[config.mk]
export PLATFORM = sky130hd
export DESIGN_NAME = apb_timer_slave
export DESIGN_NICKNAME = d
export VERILOG_FILES = /design/src/rtl/apb_timer_slave.sv
export SDC_FILE = /design/constraint.sdc
export NUM_CORES = 1
export LEC_CHECK = 0
export ABC_CLOCK_PERIOD_IN_PS = 3300
export BUFFER_PORTS_ARGS = -buffer_cell sky130_fd_sc_hd__buf_2
export CORE_MARGIN = 10
export CORE_UTILIZATION = 40
export CTS_CLUSTER_SIZE = 30
export DETAILED_ROUTE_END_ITERATION = 12
export PLACE_DENSITY_LB_ADDON = 0.1
export SETUP_SLACK_MARGIN = 0.05
export SLEW_MARGIN = 20
export SYNTH_ARGS = -nofsm -noshare
export SYNTH_HDL_FRONTEND = slang
export SYNTH_SLANG_ARGS = --single-unit
[constraint.sdc]
create_clock -name HCLK -period 3.3 [get_ports HCLK]
set_input_delay 0.99 -clock HCLK [delete_from_list [all_inputs] [get_ports HCLK]]
set_output_delay 0.99 -clock HCLK [all_outputs]
set_load 0.01 [all_outputs]
[src/rtl/apb_timer_slave.sv]
// Zero-wait-state APB timer: 32-bit down-counter, 8-bit prescaler, one-shot or periodic
// reload, maskable level interrupt. PRDATA is forced to zero when not selected for OR-combining.
module apb_timer_slave (
    input  logic        HCLK,
    input  logic        HRESETn,
    input  logic        PSEL,
    input  logic        PENABLE,
    input  logic        PWRITE,
    input  logic [31:0] PADDR,
    input  logic [31:0] PWDATA,
    output logic [31:0] PRDATA,
    output logic        IRQ
);

    localparam logic [1:0] ADDR_CTRL   = 2'd0;
    localparam logic [1:0] ADDR_LOAD   = 2'd1;
    localparam logic [1:0] ADDR_VALUE  = 2'd2;
    localparam logic [1:0] ADDR_STATUS = 2'd3;

    logic        en;
    logic        periodic;
    logic        ie;
    logic [7:0]  prescale;
    logic [31:0] load;
    logic [31:0] value;
    logic        intflag;
    logic [7:0]  pcnt;

    logic        wr;
    logic        wr_ctrl;
    logic        wr_load;
    logic        wr_status;
    logic        tick;
    logic        expiry;
    logic [31:0] rd_mux;
    logic        unused_addr_bits;

    assign unused_addr_bits = ^{PADDR[31:4], PADDR[1:0]};

    assign wr        = PSEL & PENABLE & PWRITE;
    assign wr_ctrl   = wr && (PADDR[3:2] == ADDR_CTRL);
    assign wr_load   = wr && (PADDR[3:2] == ADDR_LOAD);
    assign wr_status = wr && (PADDR[3:2] == ADDR_STATUS);

    assign tick   = en && (pcnt == prescale);
    assign expiry = tick && (value == 32'd0);

    always_ff @(posedge HCLK) begin
        if (!HRESETn) begin
            en       <= 1'b0;
            periodic <= 1'b0;
            ie       <= 1'b0;
            prescale <= 8'd0;
            load     <= 32'd0;
            value    <= 32'd0;
            intflag  <= 1'b0;
            pcnt     <= 8'd0;
        end else begin
            // A written EN overrides the one-shot auto-clear on the same edge.
            if (wr_ctrl) begin
                en       <= PWDATA[0];
                periodic <= PWDATA[1];
                ie       <= PWDATA[2];
                prescale <= PWDATA[15:8];
            end else if (expiry && !periodic) begin
                en <= 1'b0;
            end

            if (wr_load) begin
                load <= PWDATA;
            end

            if (wr_load) begin
                value <= PWDATA;
            end else if (tick) begin
                if (value != 32'd0) begin
                    value <= value - 32'd1;
                end else if (periodic) begin
                    value <= load;
                end
            end

            // Expiry takes priority over a software clear landing on the same edge.
            if (expiry) begin
                intflag <= 1'b1;
            end else if (wr_status && PWDATA[0]) begin
                intflag <= 1'b0;
            end

            if (wr_load || (wr_ctrl && !PWDATA[0]) || !en || tick) begin
                pcnt <= 8'd0;
            end else begin
                pcnt <= pcnt + 8'd1;
            end
        end
    end

    always_comb begin
        rd_mux = 32'd0;
        case (PADDR[3:2])
            ADDR_CTRL:   rd_mux = {16'd0, prescale, 5'd0, ie, periodic, en};
            ADDR_LOAD:   rd_mux = load;
            ADDR_VALUE:  rd_mux = value;
            ADDR_STATUS: rd_mux = {31'd0, intflag};
            default:     rd_mux = 32'd0;
        endcase
    end

    assign PRDATA = (PSEL && !PWRITE) ? rd_mux : 32'd0;
    assign IRQ    = intflag & ie;

endmodule
==> metrics, run 1 <==
outcome=completed; largest family of logic cells by synthesized area=compound AO/OA/AOI/OAI gates; sequential share of power=36.2%; synth top area cells=dfxtp_1 33%, nand2_1 9.0%, a21boi_0 6.4%, nor2_1 5.4%, xnor2_1 3.8%; Crit path largest cell delay=0.66 ns; setup TNS=0 ns; XOR/XNOR Fraction of Synth Area=4.85%; first-pass GRT wire length=27000 um; Clock Latency Late Sink=0.34 ns; Vias/cell=5.71; Least-Margin Pin Slew=~1.0 ns; # hold bufs at CTS=0; Post-Syn Nets=745; Ys Warns=0; Area growth syn-to-layout=19.3%; Post-synth EDFFs=0; Max stage delay cell, worst path=or4b_2; I/O pin count=102; top-area cell type share of the netlist area=33.3%; Clock Skew=just over 0.005 ns; leakage=2.24 nW; Detail Placement HPWL=11300 um; combinational fraction of design power=roughly a quarter; drt wl/cell=between 15 and 20 um; routed via count=5200; clock sink count=84; height of the die=132 um; Period Utilization, post-route=about 94%; antenna violations before repair=0; multiplexer share of the synthesized area=4.06%; clock-pin slew on the worst setup and hold paths=roughly 0.060 ns; Clock Path Buffers=2; cells after synthesis=approximately 670; synthesis-stage register bit count=84; grt total ovfl=0; Clock Tree Root=clkbuf_16; initial core utilization=40.4%; final core utilization=between 40 and 50%; most common cell after layout, fill and taps aside=nand2_1; Tot Pwr=just under 3 mW; cell internal pwr=approximately 2.0 mW; Buf/Inv on CP=2; Slew Limit Fails=0; register area=0.00168 sq mm; CTS tree=done; pin count of the biggest net entering global routing=43; switching portion of total power=30.7%; unrepaired setup endpoints after global routing=no; nature of the critical path startpoint=register; clock share of power=37.8%; TritonRoute pass-1 iters=5; Net Sw Power=899 uW; crit-path max FO=27; cell area after synthesis=0.00505 sq mm; critical path type=register to register; RD Place Congestion=between 0.8 and 0.9; Placed Cells=894; Post-CTS Setup Bufs=0; ant diodes=0; FFs w/ async S/R, synth=0%; Buffers on Ports=71; post-cts resize count=0; slew margin rel.=30.5%; row cnt=41; Final Setup Violations=0; ys flop type=dfxtp_1; most frequent cells in the layout=121 x nand2_1, 84 x dfxtp_1, 72 x nor2_1; # nets final=805; Power Dens Cells=between 400 and 500 mW/mm^2; share of layout cells above drive strength 1=18.8%; HP Class=register to register; Critical Path AT=3.33 ns; Synth Area in Adders=0.743%; min cycle time layout=3.09 ns; area occupied by multi-input gates=0.00310 sq mm; die area=0.0175 sq mm; GRT Util Overall=18.5%; Compound-Gate Fraction of Synth Area=between 20% and 30%; Final ANT Viol Nets=0; Yosys top cell by area=dfxtp_1; CP required=3.54 ns; Simple-Gate Fraction of Synth Area=25.1%; Cell Count, Final, Fillers Out=910; TritonCTS buffer count=9; worst-path cell chain=inv_1 > ha_1 > or4b_2 > or4_4 > or3_1 > buf_4 > mux2_1 > mux2i_1 > o21ai_1; crit path capture type=register; register area share after synthesis=33.3%; Max Freq=323 MHz; WL final=16300 um; Die X=132 um; hold_ws=0.483 ns; Max Cap Violations=0; drt first-iter violations=329; # DRC=0; fillcell total=about 1300; Core Box Area=0.0125 sq mm; maximum vdd drop=0.220 mV; Avg Inst Size Synth=around 7.5 sq um; H-Tree Depth=3; vias in the first global route=5093; Hold Violations, Final=0; Yosys cell types=62; cell family with most CP delay=simple AND/OR/NAND/NOR gates
[flip-flops by register name, summed over array words and instances (netlist names)]
| signal | count |
|---|---|
| en | 1 |
| ie | 1 |
| intflag | 1 |
| load | 32 |
| pcnt | 8 |
| periodic | 1 |
| prescale | 8 |
| value | 32 |
[path summary, 6_finish.rpt]
path / start / endpoint / slack, ns / cells past startpoint
worst min-delay path: load[21] / load[21] / 0.48 / 2
worst max register to register: value[1] / value[15] / 0.21 / 9
worst min register to register: load[21] / load[21] / 0.48 / 2
worst max-delay path: value[1] / value[15] / 0.21 / 9
[power by group through the flow]
stage	logic, mW	registers (mW)	clock network (mW)
floorplan	0.532	1.07	0
global placement	0.739	1.08	0
detailed placement	0.747	1.08	0
CTS	0.754	1.06	1.13
global route	0.827	1.06	1.17
finish	0.759	1.06	1.11
[cells by family (layout without fill, tap and decap cells)]
kind of cell / Yosys count / count (layout)
AND/OR/NAND/NOR: 280 / 280
AO/OA/AOI/OAI: 195 / 195
flip-flops: 84 / 84
buffers and inverters: 64 / 129
XOR/XNOR: 28 / 28
multiplexers: 19 / 19
adder cells (fa/ha/maj): 3 / 3
[routing by layer]
| layer | global-route usage, % | routed length, um |
|---|---|---|
| met1 | 24.1 | 7570 |
| met4 | 5.13 | 263 |
| met5 | 0 | 0 |
| met3 | 4.27 | 863 |
| met2 | 29.8 | 7640 |
[tightest hold or removal path, delay by kind of cell, from the launching register on]
kind	cells	cell delay, ns
simple gates	1	0.05
compound gates	1	0.06
flops	1	0.32
[cell usage after synthesis (all sizes together), types with 5 or more instances]
master and number:
nand3 21, o211ai 16, a22oi 21, o31ai 6, a21boi 43, nor2 73
a31oi 14, nand2 121, or4 8, nor3 11, xor2 6, nor4 11
buf 19, inv 6, and3 5, mux2i 16, xnor2 22, a211o 5
a21oi 32, clkbuf 39, o21ai 32, dfxtp 84, or3 8, nand4 5
[per-stage QoR]
| step | area [sq um] | setup WS, ns |
|---|---|---|
| 4_1_cts | 6030 | 0.217 |
| 5_1_grt | 6030 | 0.101 |
| 6_report | 6030 | 0.205 |
| 3_3_place_gp | 5710 | 0.249 |
| 3_5_place_dp | 5710 | 0.221 |
| 2_1_floorplan | 5050 | 0.184 |
[layout make-up]
| cell class | count | area share (%) |
|---|---|---|
| Inverter | 6 | 0.374 |
| Clock inverter | 4 | 1.20 |
| Timing Repair Buffer | 107 | 11.4 |
| Clock buffer | 12 | 4.09 |
| Tap cell | 172 | 3.57 |
| Multi-Input combinational cell | 525 | 51.5 |
| Sequential cell | 84 | 27.9 |
Power figures use the tool's default switching activity.
==> inputs of run 2 (changes only) <==
- CORE_UTILIZATION: 40 -> 55
- RECOVER_POWER: not set -> 100
==> metrics, run 2 (synthesized netlist as in run 1, its figures left out) <==
outcome=completed; Clock Path Buffers=2; Final Setup Violations=0; grt total ovfl=0; Buffers on Ports=71; Area growth syn-to-layout=12.2%; area occupied by multi-input gates=a little over 0.003 sq mm; routed via count=approximately 5200; Period Utilization, post-route=a little over nine tenths; most frequent cells in the layout=121 x nand2_1, 84 x dfxtp_1, 72 x nor2_1; min cycle time layout=~3.2 ns; Clock Tree Root=clkbuf_8; Clock Skew=0.0121 ns; CTS tree=done; H-Tree Depth=3; Cell Count, Final, Fillers Out=around 840; Vias/cell=6.18; setup TNS=0 ns; Max Cap Violations=0; Post-CTS Setup Bufs=0; drt first-iter violations=470; # nets final=797; Power Dens Cells=between 400 and 500 mW/mm^2; row cnt=34; initial core utilization=57.1%; unrepaired setup endpoints after global routing=no; Final ANT Viol Nets=0; final setup margin=0.118 ns; Crit path largest cell delay=0.37 ns; fillcell total=854; ant diodes=0; Clock Latency Late Sink=~0.37 ns; Detail Placement HPWL=10100 um; Placed Cells=just over 800; RD Place Congestion=0.826; TritonRoute pass-1 iters=6; Hold Violations, Final=0; slew margin rel.=a little under 7%; height of the die=116 um; maximum vdd drop=0.201 mV; pin count of the biggest net entering global routing=52; Critical Path AT=2.19 ns; worst-path cell chain=buf_2 > nor2b_2 > clkbuf_2 > a22oi_1 > nor2_1 > clkbuf_2; most used cell, CP=clkbuf_2; Setup Slack @ Placement=0.155 ns; crit path capture type=output pin; GRT Util Overall=approximately 22%; I/O pin count=102; Core Box Area=0.00885 sq mm; first-pass GRT wire length=between 20000 and 25000 um; clock-pin slew on the worst setup and hold paths=approximately 0.090 ns; Max Freq=between 300 and 400 MHz; TritonCTS buffer count=9; critical path type=input port to output pin; Max stage delay cell, worst path=clkbuf_2; leakage=between 2 and 2.5 nW; Slew Limit Fails=0; clock sink count=84; Die X=116 um; CP required=2.31 ns; drt wl/cell=17.6 um; WL final=14700 um; Least-Margin Pin Slew=1.40 ns; register area=approximately 0.0017 sq mm; share of layout cells above drive strength 1=13.6%; # DRC=0; crit-path max FO=15; Tot Pwr=2.50 mW; antenna violations before repair=0; vias in the first global route=4980; most common cell after layout, fill and taps aside=nand2_1; Top Registers=load (32), value (32); hold_ws=between 0.4 and 0.5 ns; die area=0.0134 sq mm; nature of the critical path startpoint=input port; HP Class=register to register
[run 2: timing repair]
action / 4_1_cts / 5_1_grt
resized for setup: 0 / 1
setup endpoints to repair: 0 / 1
hold buffers: 0 / 0
[run 2: power by group]
part	total, mW	internal [mW]	switching (mW)	leakage (nW)
Clock	0.738	0.350	0.388	0.0866
Sequential	1.06	1.03	0.0262	0.679
Combinational	0.705	0.278	0.427	1.24
Total	2.50	1.66	0.842	2.00
[run 2: final timing paths]
kind	endpoint	slack [ns]	from	depth (start not counted)
setup reg to reg	value[31]	0.18	value[1]	9
hold reg to reg	load[27]	0.49	load[27]	2
hold / removal	load[27]	0.49	load[27]	2
setup / recovery	PRDATA[28]	0.12	PADDR[3]	6
[run 2: worst max-delay path, delay by kind of cell]
family	cells	cell delay, ns
buffers and inverters	3	0.72
and+or+nand+nor	2	0.31
AOI/OAI and AO/OA	1	0.17
[run 2: metal layers]
layer | up-vias | global-route usage (%) | share of wire (%)
met4 | 0 | 6.01 | 1.2
met2 | 213 | 36.6 | 47
met1 | 2437 | 29.2 | 44
met3 | 15 | 4.29 | 7.6
met5 | - | 0 | 0
li1 | 2510 | - | -
[run 2: stage by stage]
stage          instance area (sq um)  utilization, %
6_report                        5670            64.1
5_1_grt                         5670            64.1
4_1_cts                         5730            64.7
3_5_place_dp                    5540            62.6
3_3_place_gp                    5540            62.6
2_1_floorplan                   5050               -
[run 2: layout make-up]
| cell class | instances | share of cell area (%) |
|---|---|---|
| Multi-Input combinational cell | 525 | 54.5 |
| Sequential cell | 84 | 29.7 |
| Timing Repair Buffer | 99 | 9.77 |
| Clock buffer | 12 | 2.38 |
| Tap cell | 108 | 2.38 |
| Clock inverter | 4 | 0.883 |
| Inverter | 6 | 0.397 |
